==> src/rtl/cordic_nco_pipe_if.sv <==
// Control/sample bus between the frequency-control bank (master) and the NCO core (slave).
interface cordic_nco_pipe_if #(
  parameter int ACC_W = 36,
  parameter int OUT_W = 16
);
  logic                    en;
  logic [ACC_W-1:0]        fcw;
  logic [ACC_W-1:0]        phase_off;
  logic                    fcw_load;
  logic                    sync_clr;
  logic signed [OUT_W-1:0] sin;
  logic signed [OUT_W-1:0] cos;
  logic                    out_valid;

  modport master (output en, fcw, phase_off, fcw_load, sync_clr,
                  input  sin, cos, out_valid);
  modport slave  (input  en, fcw, phase_off, fcw_load, sync_clr,
                  output sin, cos, out_valid);
endinterface

==> src/rtl/cordic_nco_pipe.sv <==
// Pipelined CORDIC NCO: phase accumulator, quadrant fold, unrolled rotation CORDIC, round/saturate.
// Define CORDIC_NCO_DITHER_EN to add LFSR phase dither ahead of phase truncation.
module cordic_nco_pipe #(
  parameter int ACC_W  = 36,
  parameter int PH_W   = 20,
  parameter int OUT_W  = 16,
  parameter int STAGES = 16,
  parameter int GUARD  = 3
) (
  input logic             clk,
  input logic             rst,
  cordic_nco_pipe_if.slave bus
);
  localparam int IW = OUT_W + GUARD + 1;
  localparam int ZW = PH_W + 1;
  localparam int OW = OUT_W + 2;

  // atan(2^-i) by power series; keeps the table free of real-math system calls
  function automatic real atan_r(input int i);
    real t, s, p;
    t = 1.0;
    for (int n = 0; n < i; n++) t = t / 2.0;
    if (i == 0) return 0.7853981633974483;
    s = 0.0;
    p = t;
    for (int n = 0; n < 60; n++) begin
      s = (n % 2 == 1) ? s - p / real'(2 * n + 1) : s + p / real'(2 * n + 1);
      p = p * t * t;
    end
    return s;
  endfunction

  function automatic logic signed [ZW-1:0] atan_c(input int i);
    real sc;
    sc = 1.0;
    for (int n = 0; n < PH_W; n++) sc = sc * 2.0;
    return ZW'($rtoi(atan_r(i) / 6.283185307179586 * sc + 0.5));
  endfunction

  localparam logic signed [IW-1:0] X0 =
    IW'($rtoi(real'((1 << (OUT_W - 1)) - 1) * 0.607252935 * real'(1 << GUARD) + 0.5));
  localparam logic signed [IW-1:0] RND  = IW'(1 << (GUARD - 1));
  localparam logic signed [OW-1:0] SMAX = OW'((1 << (OUT_W - 1)) - 1);

  function automatic logic signed [OUT_W-1:0] sat(input logic signed [OW-1:0] v);
    if (v > SMAX)  return SMAX[OUT_W-1:0];
    if (v < -SMAX) return -SMAX[OUT_W-1:0];
    return v[OUT_W-1:0];
  endfunction

  logic [ACC_W-1:0]        acc, fcw_reg, off_reg, dither;
  logic [STAGES+2:0]       vld_pipe;
  logic [PH_W-1:0]         ph;
  logic signed [IW-1:0]    x_p [0:STAGES];
  logic signed [IW-1:0]    y_p [0:STAGES];
  logic signed [ZW-1:0]    z_p [0:STAGES-1];
  logic [1:0]              q_p [0:STAGES];
  logic signed [OUT_W:0]   xs, ys;
  logic [1:0]              qs;
  logic signed [OW-1:0]    xe, ye, c_m, s_m;

  always_ff @(posedge clk) begin
    if (rst) begin
      acc      <= '0;
      fcw_reg  <= '0;
      off_reg  <= '0;
      vld_pipe <= '0;
    end else begin
      if (bus.sync_clr)  acc <= '0;
      else if (bus.en)   acc <= acc + fcw_reg;
      if (bus.fcw_load) begin
        fcw_reg <= bus.fcw;
        off_reg <= bus.phase_off;
      end
      vld_pipe <= {vld_pipe[STAGES+1:0], bus.en};
    end
  end

`ifdef CORDIC_NCO_DITHER_EN
  logic [31:0] lfsr;
  always_ff @(posedge clk) begin
    if (rst)         lfsr <= 32'h0000_0001;
    else if (bus.en) lfsr <= {1'b0, lfsr[31:1]} ^ (lfsr[0] ? 32'h8020_0003 : 32'h0);
  end
  assign dither = ACC_W'(lfsr[ACC_W-PH_W-1:0]);
`else
  assign dither = '0;
`endif

  assign ph = PH_W'((acc + off_reg + dither) >> (ACC_W - PH_W));

  // S1: quadrant split; residual angle is a quarter-turn fraction
  always_ff @(posedge clk) begin
    x_p[0] <= X0;
    y_p[0] <= '0;
    z_p[0] <= ZW'(ph[PH_W-3:0]);
    q_p[0] <= ph[PH_W-1 -: 2];
  end

  for (genvar k = 0; k < STAGES; k++) begin : g_stg
    always_ff @(posedge clk) begin
      q_p[k+1] <= q_p[k];
      if (z_p[k][ZW-1]) begin
        x_p[k+1] <= x_p[k] + (y_p[k] >>> k);
        y_p[k+1] <= y_p[k] - (x_p[k] >>> k);
      end else begin
        x_p[k+1] <= x_p[k] - (y_p[k] >>> k);
        y_p[k+1] <= y_p[k] + (x_p[k] >>> k);
      end
    end
    // the last stage's residual angle is never consumed
    if (k < STAGES - 1) begin : g_z
      localparam logic signed [ZW-1:0] AT = atan_c(k);
      always_ff @(posedge clk)
        z_p[k+1] <= z_p[k][ZW-1] ? z_p[k] + AT : z_p[k] - AT;
    end
  end

  always_ff @(posedge clk) begin
    xs <= (OUT_W+1)'((x_p[STAGES] + RND) >>> GUARD);
    ys <= (OUT_W+1)'((y_p[STAGES] + RND) >>> GUARD);
    qs <= q_p[STAGES];
  end

  always_comb begin
    xe  = {{(OW-OUT_W-1){xs[OUT_W]}}, xs};
    ye  = {{(OW-OUT_W-1){ys[OUT_W]}}, ys};
    c_m = xe;
    s_m = ye;
    case (qs)
      2'd1:    begin c_m = -ye; s_m = xe;  end
      2'd2:    begin c_m = -xe; s_m = -ye; end
      2'd3:    begin c_m = ye;  s_m = -xe; end
      default: begin c_m = xe;  s_m = ye;  end
    endcase
  end

  always_ff @(posedge clk) begin
    if (rst) begin
      bus.sin       <= '0;
      bus.cos       <= '0;
      bus.out_valid <= 1'b0;
    end else begin
      bus.out_valid <= vld_pipe[STAGES+2];
      if (vld_pipe[STAGES+2]) begin
        bus.cos <= sat(c_m);
        bus.sin <= sat(s_m);
      end
    end
  end
endmodule

==> src/flat_wrapper.sv <==
// flat-port wrapper written by rule: the top's interface ports become plain ports
module cordic_nco_pipe_flat 
#(
  parameter int ACC_W  = 36,
  parameter int PH_W   = 20,
  parameter int OUT_W  = 16,
  parameter int STAGES = 16,
  parameter int GUARD  = 3
)
  (clk, rst, bus_en, bus_fcw, bus_phase_off, bus_fcw_load, bus_sync_clr, bus_sin, bus_cos, bus_out_valid);
  cordic_nco_pipe_if #(.ACC_W(ACC_W), .OUT_W(OUT_W)) bus_i ();
  input logic clk;
  input logic rst;
  input wire logic [$bits(bus_i.en)-1:0] bus_en;
  input wire logic [$bits(bus_i.fcw)-1:0] bus_fcw;
  input wire logic [$bits(bus_i.phase_off)-1:0] bus_phase_off;
  input wire logic [$bits(bus_i.fcw_load)-1:0] bus_fcw_load;
  input wire logic [$bits(bus_i.sync_clr)-1:0] bus_sync_clr;
  output wire logic [$bits(bus_i.sin)-1:0] bus_sin;
  output wire logic [$bits(bus_i.cos)-1:0] bus_cos;
  output wire logic [$bits(bus_i.out_valid)-1:0] bus_out_valid;
  assign bus_i.en = bus_en;
  assign bus_i.fcw = bus_fcw;
  assign bus_i.phase_off = bus_phase_off;
  assign bus_i.fcw_load = bus_fcw_load;
  assign bus_i.sync_clr = bus_sync_clr;
  assign bus_sin = bus_i.sin;
  assign bus_cos = bus_i.cos;
  assign bus_out_valid = bus_i.out_valid;
  cordic_nco_pipe #(.ACC_W(ACC_W), .PH_W(PH_W), .OUT_W(OUT_W), .STAGES(STAGES), .GUARD(GUARD)) u_core (.clk(clk), .rst(rst), .bus(bus_i));
endmodule
==> config.mk <==
export PLATFORM = sky130hd
export DESIGN_NAME = cordic_nco_pipe_flat
export DESIGN_NICKNAME = d
export VERILOG_FILES = /design/src/rtl/cordic_nco_pipe_if.sv /design/src/rtl/cordic_nco_pipe.sv /design/src/flat_wrapper.sv
export SDC_FILE = /design/constraint.sdc
export NUM_CORES = 2
export LEC_CHECK = 0
export BUFFER_PORTS_ARGS = -buffer_cell sky130_fd_sc_hd__buf_4
export CAP_MARGIN = 20
export CELL_PAD_IN_SITES_DETAIL_PLACEMENT = 0
export CELL_PAD_IN_SITES_GLOBAL_PLACEMENT = 1
export CORE_MARGIN = 4
export CORE_UTILIZATION = 46
export CTS_BUF_LIST = sky130_fd_sc_hd__clkbuf_8
export DETAILED_ROUTE_END_ITERATION = 7
export PLACE_DENSITY = 0.82
export SYNTH_ARGS = -nofsm -noshare
export SYNTH_HDL_FRONTEND = slang
export SYNTH_SLANG_ARGS = --single-unit
==> constraint.sdc <==
create_clock -name clk -period 4.3 [get_ports clk]
set_input_delay 0.86 -clock clk [delete_from_list [all_inputs] [get_ports clk]]
set_output_delay 0.86 -clock clk [all_outputs]
set_load 0.01 [all_outputs]
# Word-level counts from Yosys, hierarchy flattened
# Memory sizes are Yosys's and may differ from the RTL's. A register that Yosys moved wholly into a read port is not among the register bits.
# Cells that the tools add are included.
# word_totals
output_inout_bits	33
mem_bits_ro	0
latch_bits	0
memories	4
ff_bits	194
ram_bits	1050
word_cells	271
in_bits	77
# op_classes
div_mod_pow	0
reduce_logical	1
bitwise	32
n_shift	0
mux	119
n_addsub	99
mul	0
eq_ne	3
magnitude_cmp	4
# mem_list
name	depth	width	rd	rd_ports_with_merged_regs	write_ports	line	source
u_core.x_p	17	20	17	0	17	cordic_nco_pipe.sv:54	logic signed [IW-1:0] x_p [0:STAGES];
u_core.y_p	17	20	17	0	17	cordic_nco_pipe.sv:55	logic signed [IW-1:0] y_p [0:STAGES];
u_core.z_p	16	21	16	0	16	cordic_nco_pipe.sv:56	logic signed [ZW-1:0] z_p [0:STAGES-1];
u_core.q_p	17	2	17	1	17	cordic_nco_pipe.sv:57	logic [1:0] q_p [0:STAGES];
# op_table
operator	n
20-bit 2-to-1 mux	32
21-bit 2-to-1 mux	15
16-bit 2-to-1 mux	8
18-bit case mux with 3 select lines	2
36-bit adder	2
1-bit 2-to-1 mux	62
20-bit by 10-bit adder with 20-bit output	2
20-bit by 11-bit adder with 20-bit output	2
20-bit by 12-bit adder with 20-bit output	2
20-bit by 13-bit adder with 20-bit output	2
20-bit by 14-bit adder with 20-bit output	2
20-bit by 15-bit adder with 20-bit output	2
20-bit by 16-bit adder with 20-bit output	2
20-bit by 17-bit adder with 20-bit output	2
20-bit by 18-bit adder with 20-bit output	2
20-bit by 19-bit adder with 20-bit output	2
20-bit by 4-bit adder with 20-bit output, second input constant	2
20-bit by 5-bit adder with 20-bit output	2
20-bit by 6-bit adder with 20-bit output	2
20-bit by 7-bit adder with 20-bit output	2
20-bit by 8-bit adder with 20-bit output	2
20-bit by 9-bit adder with 20-bit output	2
20-bit by 10-bit subtractor with 20-bit output	2
20-bit by 11-bit subtractor with 20-bit output	2
52 further kinds	101

# Longest topological paths before layout
# depth
depth_word	11
depth_mapped	18
ltp_nobuf	18

# Worst setup path before layout
# Ideal clock, no wire load.
# synth_path
path_type	register to register
start	mem u_core.z_p[2][20] (netlist bit)
end	mem u_core.x_p[5][18] (netlist bit)
period_less_slack_ns	4.245
path_stages_with_launch	15
required_ns	4.177
arrival_time_ns	4.121
slack_ns	0.055
path_buffers	2
cell_sequence	dfxtp_1 -> clkbuf_1 -> clkbuf_1 -> mux2_2 -> fa_1 -> a21o_1 -> a21oi_1 -> o21ai_0 -> o41ai_1 -> o21ai_1 -> o41a_1 -> and4_1 -> a2111oi_1 -> a21oi_1 -> xor2_1
# synth_lines
item	line
start, declared	cordic_nco_pipe.sv:56
end, declared	cordic_nco_pipe.sv:54

==> impl_metrics.json <==
{
  "crit_required_ns": 5.06,
  "cp_cell_sequence": "inv_1 > ha_1 > mux2_2 > fa_1 > a21o_1 > a21oi_1 > o211ai_1 > a31o_2 > or4_1 > a31o_2 > a21o_1 > a21oi_1 > a21oi_1 > xor2_1",
  "fin_nets": 8994,
  "yosysTopAreaCellShare": 0.321,
  "cts_tree": "yes",
  "wl_per_cell_um": 16.2,
  "hpwl_um": 128000,
  "synth_edf_count": 0,
  "top_regs": "u_core.z_p x308, u_core.x_p x279, u_core.y_p x278",
  "synth-seq-cells": 1095,
  "worst-setup-path-type": "reg -> reg",
  "netlist_instances": 7720,
  "cts_hold_buf": 0,
  "path_clk_slew_ns": 0.06,
  "worstHoldPathType": "in -> reg",
  "htree_levels": 4,
  "root_buffer": "clkbuf_8",
  "drive_gt1_frac": 0.0796,
  "synth_warnings": 0,
  "multi_input_area_um2": 44800,
  "post-cts-setup-buffers": 0,
  "grt_pass1_vias": 52600,
  "gp_congestion": 0.905,
  "io_pins": 110,
  "syn-cell-area_um2": 68300,
  "hold_depth": 3,
  "layout_min_cycle_time_ns": 4.09,
  "seq_area_um2": 21900,
  "die_x_um": 393,
  "via_count": 54400,
  "ys_top_cells_by_area": "dfxtp_1 32%, ha_1 16%, xnor2_1 8.8%, nor2_1 4.8%, a21oi_1 4.6%",
  "skew_ns": 0.0668,
  "worstMarginPinSlew_ns": 0.866,
  "crit_top_cell": "a21oi_1",
  "grt_setup_unrepaired": "false",
  "grt_antenna_before_repair": 4,
  "overflow": 0,
  "largest_reg_flops": 308,
  "maxCapViolations": 0,
  "clock_sinks": 1095,
  "seq_area_frac_synth": 0.321,
  "insertion_delay_ns": 0.92,
  "setup_viol": 0,
  "yosysTopAreaCell": "dfxtp_1",
  "die_area_um2": 155000,
  "crit_path_start_kind": "register",
  "totalWireLength_um": 163000,
  "synthFlopType": "dfxtp_1",
  "fin_tns_setup_ns": 0,
  "arrival_ns": 4.85,
  "status": "complete, no violations",
  "viasPerCell": 5.41,
  "die_h_um": 393,
  "drc": 0,
  "slew_viol_final": 0,
  "final_cell_mix": "1093 x dfxtp_1, 887 x ha_1, 868 x nor2_1",
  "synth.distinct_cells": 89,
  "nFillCells": 13800,
  "rows": 141,
  "hold_violations": 0,
  "max_stage_delay_ns": 0.44,
  "top_register": "u_core.z_p",
  "grt_use_total": 0.205,
  "cp_max_fo": 6,
  "drt_pass1_iterations": 6,
  "end_kind": "register",
  "core-area_um2": 148000,
  "area_growth_pct": 11.2,
  "finalCritPeriodShare": 0.951,
  "async_flop_share": 0,
  "ff2ff_path_depth": 14,
  "cts_buffers": 187,
  "io_buffers": 109,
  "fmax_mhz": 244,
  "detail-route-antenna-nets": 0,
  "grt_pass1_wl_um": 267000,
  "cp_slowest_cell": "dfxtp_1",
  "mostFrequentLayoutCell": "dfxtp_1",
  "first_iter_violations": 2961,
  "maxSlewHeadroom": 0.415,
  "avgSynthCellArea_um2": 8.85,
  "max-clock-path-buffers": 3,
  "initial_core_util": 0.463,
  "grt_start_max_net_pins": 73
}
==> timing repair <==
item                                    in CTS  in global routing
resized for setup                            0                 10
endpoints found under the setup margin       0                 10
hold endpoints to repair                     0                  0
==> cell usage after synthesis, types with 42 or more instances <==
cell      instances
dfxtp_1        1095
ha_1            887
nor2_1          868
xnor2_1         683
a21oi_1         629
o21ai_0         368
nand2_1         366
inv_1           312
nor3_1          296
xor2_1          265
nor2b_1         155
a21o_1          152
o21a_1          141
nand3_1         135
mux2i_1         128
clkbuf_1        107
nand2b_1         92
and3_1           86
a31oi_1          76
or3_1            71
o211ai_1         48
a211oi_1         43
and2_1           42
o21bai_1         42
==> per-stage QoR <==
| step | util | instances | instance area, um^2 | hold slack (ns) | setup slack, ns |
|---|---|---|---|---|---|
| floorplan | - | 7721 | 68300 | 0.310 | 0.0555 |
| global placement | 0.487 | 9732 | 71800 | 0.311 | 0.201 |
| detailed placement | 0.487 | 9732 | 71800 | 0.312 | 0.186 |
| CTS | 0.514 | 10100 | 75900 | 0.0709 | 0.116 |
| global route | 0.515 | 10100 | 76000 | 0.103 | 0.00132 |
| finish | 0.515 | 10100 | 76000 | 0.190 | 0.210 |
==> worst max-delay path, delay by kind of cell (launching register included) <==
family / cells / cell delay (ns)
buffers and inverters: 1 / 0.10
muxes: 1 / 0.29
AOI/OAI and AO/OA: 8 / 1.81
adders and majority gates: 2 / 0.74
and+or+nand+nor: 1 / 0.42
DFF: 1 / 0.44
xor gates and xnor gates: 1 / 0.16
==> layout make-up <==
cell class / instances / share of cell area
Multi-Input combinational cell: 6175 / 0.589
Sequential cell: 1095 / 0.288
Clock buffer: 229 / 0.0415
Tap cell: 1930 / 0.0318
Timing Repair Buffer: 211 / 0.0212
Inverter: 321 / 0.0159
Clock inverter: 105 / 0.0124
Antenna cell: 4 / 0.000132
==> metal layers <==
metal / global-route usage / vias to the layer above / wire (um)
met4: 0.0664 / 0 / 4590
met1: 0.278 / 25100 / 79100
met5: 0 / - / 0
met3: 0.0306 / 284 / 6620
met2: 0.335 / 980 / 73000
li1: - / 28100 / -
==> logic make-up (layout without fill, tap and decap cells) <==
kind of cell | Yosys count | count (layout) | synth area share
AND/OR/NAND/NOR | 2287 | 2287 | 0.159
AO/OA/AOI/OAI | 1827 | 1827 | 0.168
flip-flops | 1095 | 1095 | 0.321
XOR/XNOR | 948 | 948 | 0.122
adder cells (fa/ha/maj) | 926 | 926 | 0.174
buffers and inverters | 451 | 866 | 0.0252
multiplexers | 185 | 185 | 0.0321
other | 1 | 6 | 0.0000549
==> path summary, 6_finish.rpt <==
kind | from | endpoint | slack [ns]
worst max register to register | u_core.y_p[5][5] | u_core.x_p[6][18] | 0.21
worst max-delay path | u_core.y_p[5][5] | u_core.x_p[6][18] | 0.21
worst min register to register | u_core.q_p[2][0] | u_core.q_p[3][0] | 0.32
worst min-delay path | bus_phase_off[6] | u_core.off_reg[6] | 0.19
Power is left out: the tool's default activity adds up to more than one toggle a clock period on the data nets, which glitch-free logic cannot reach.
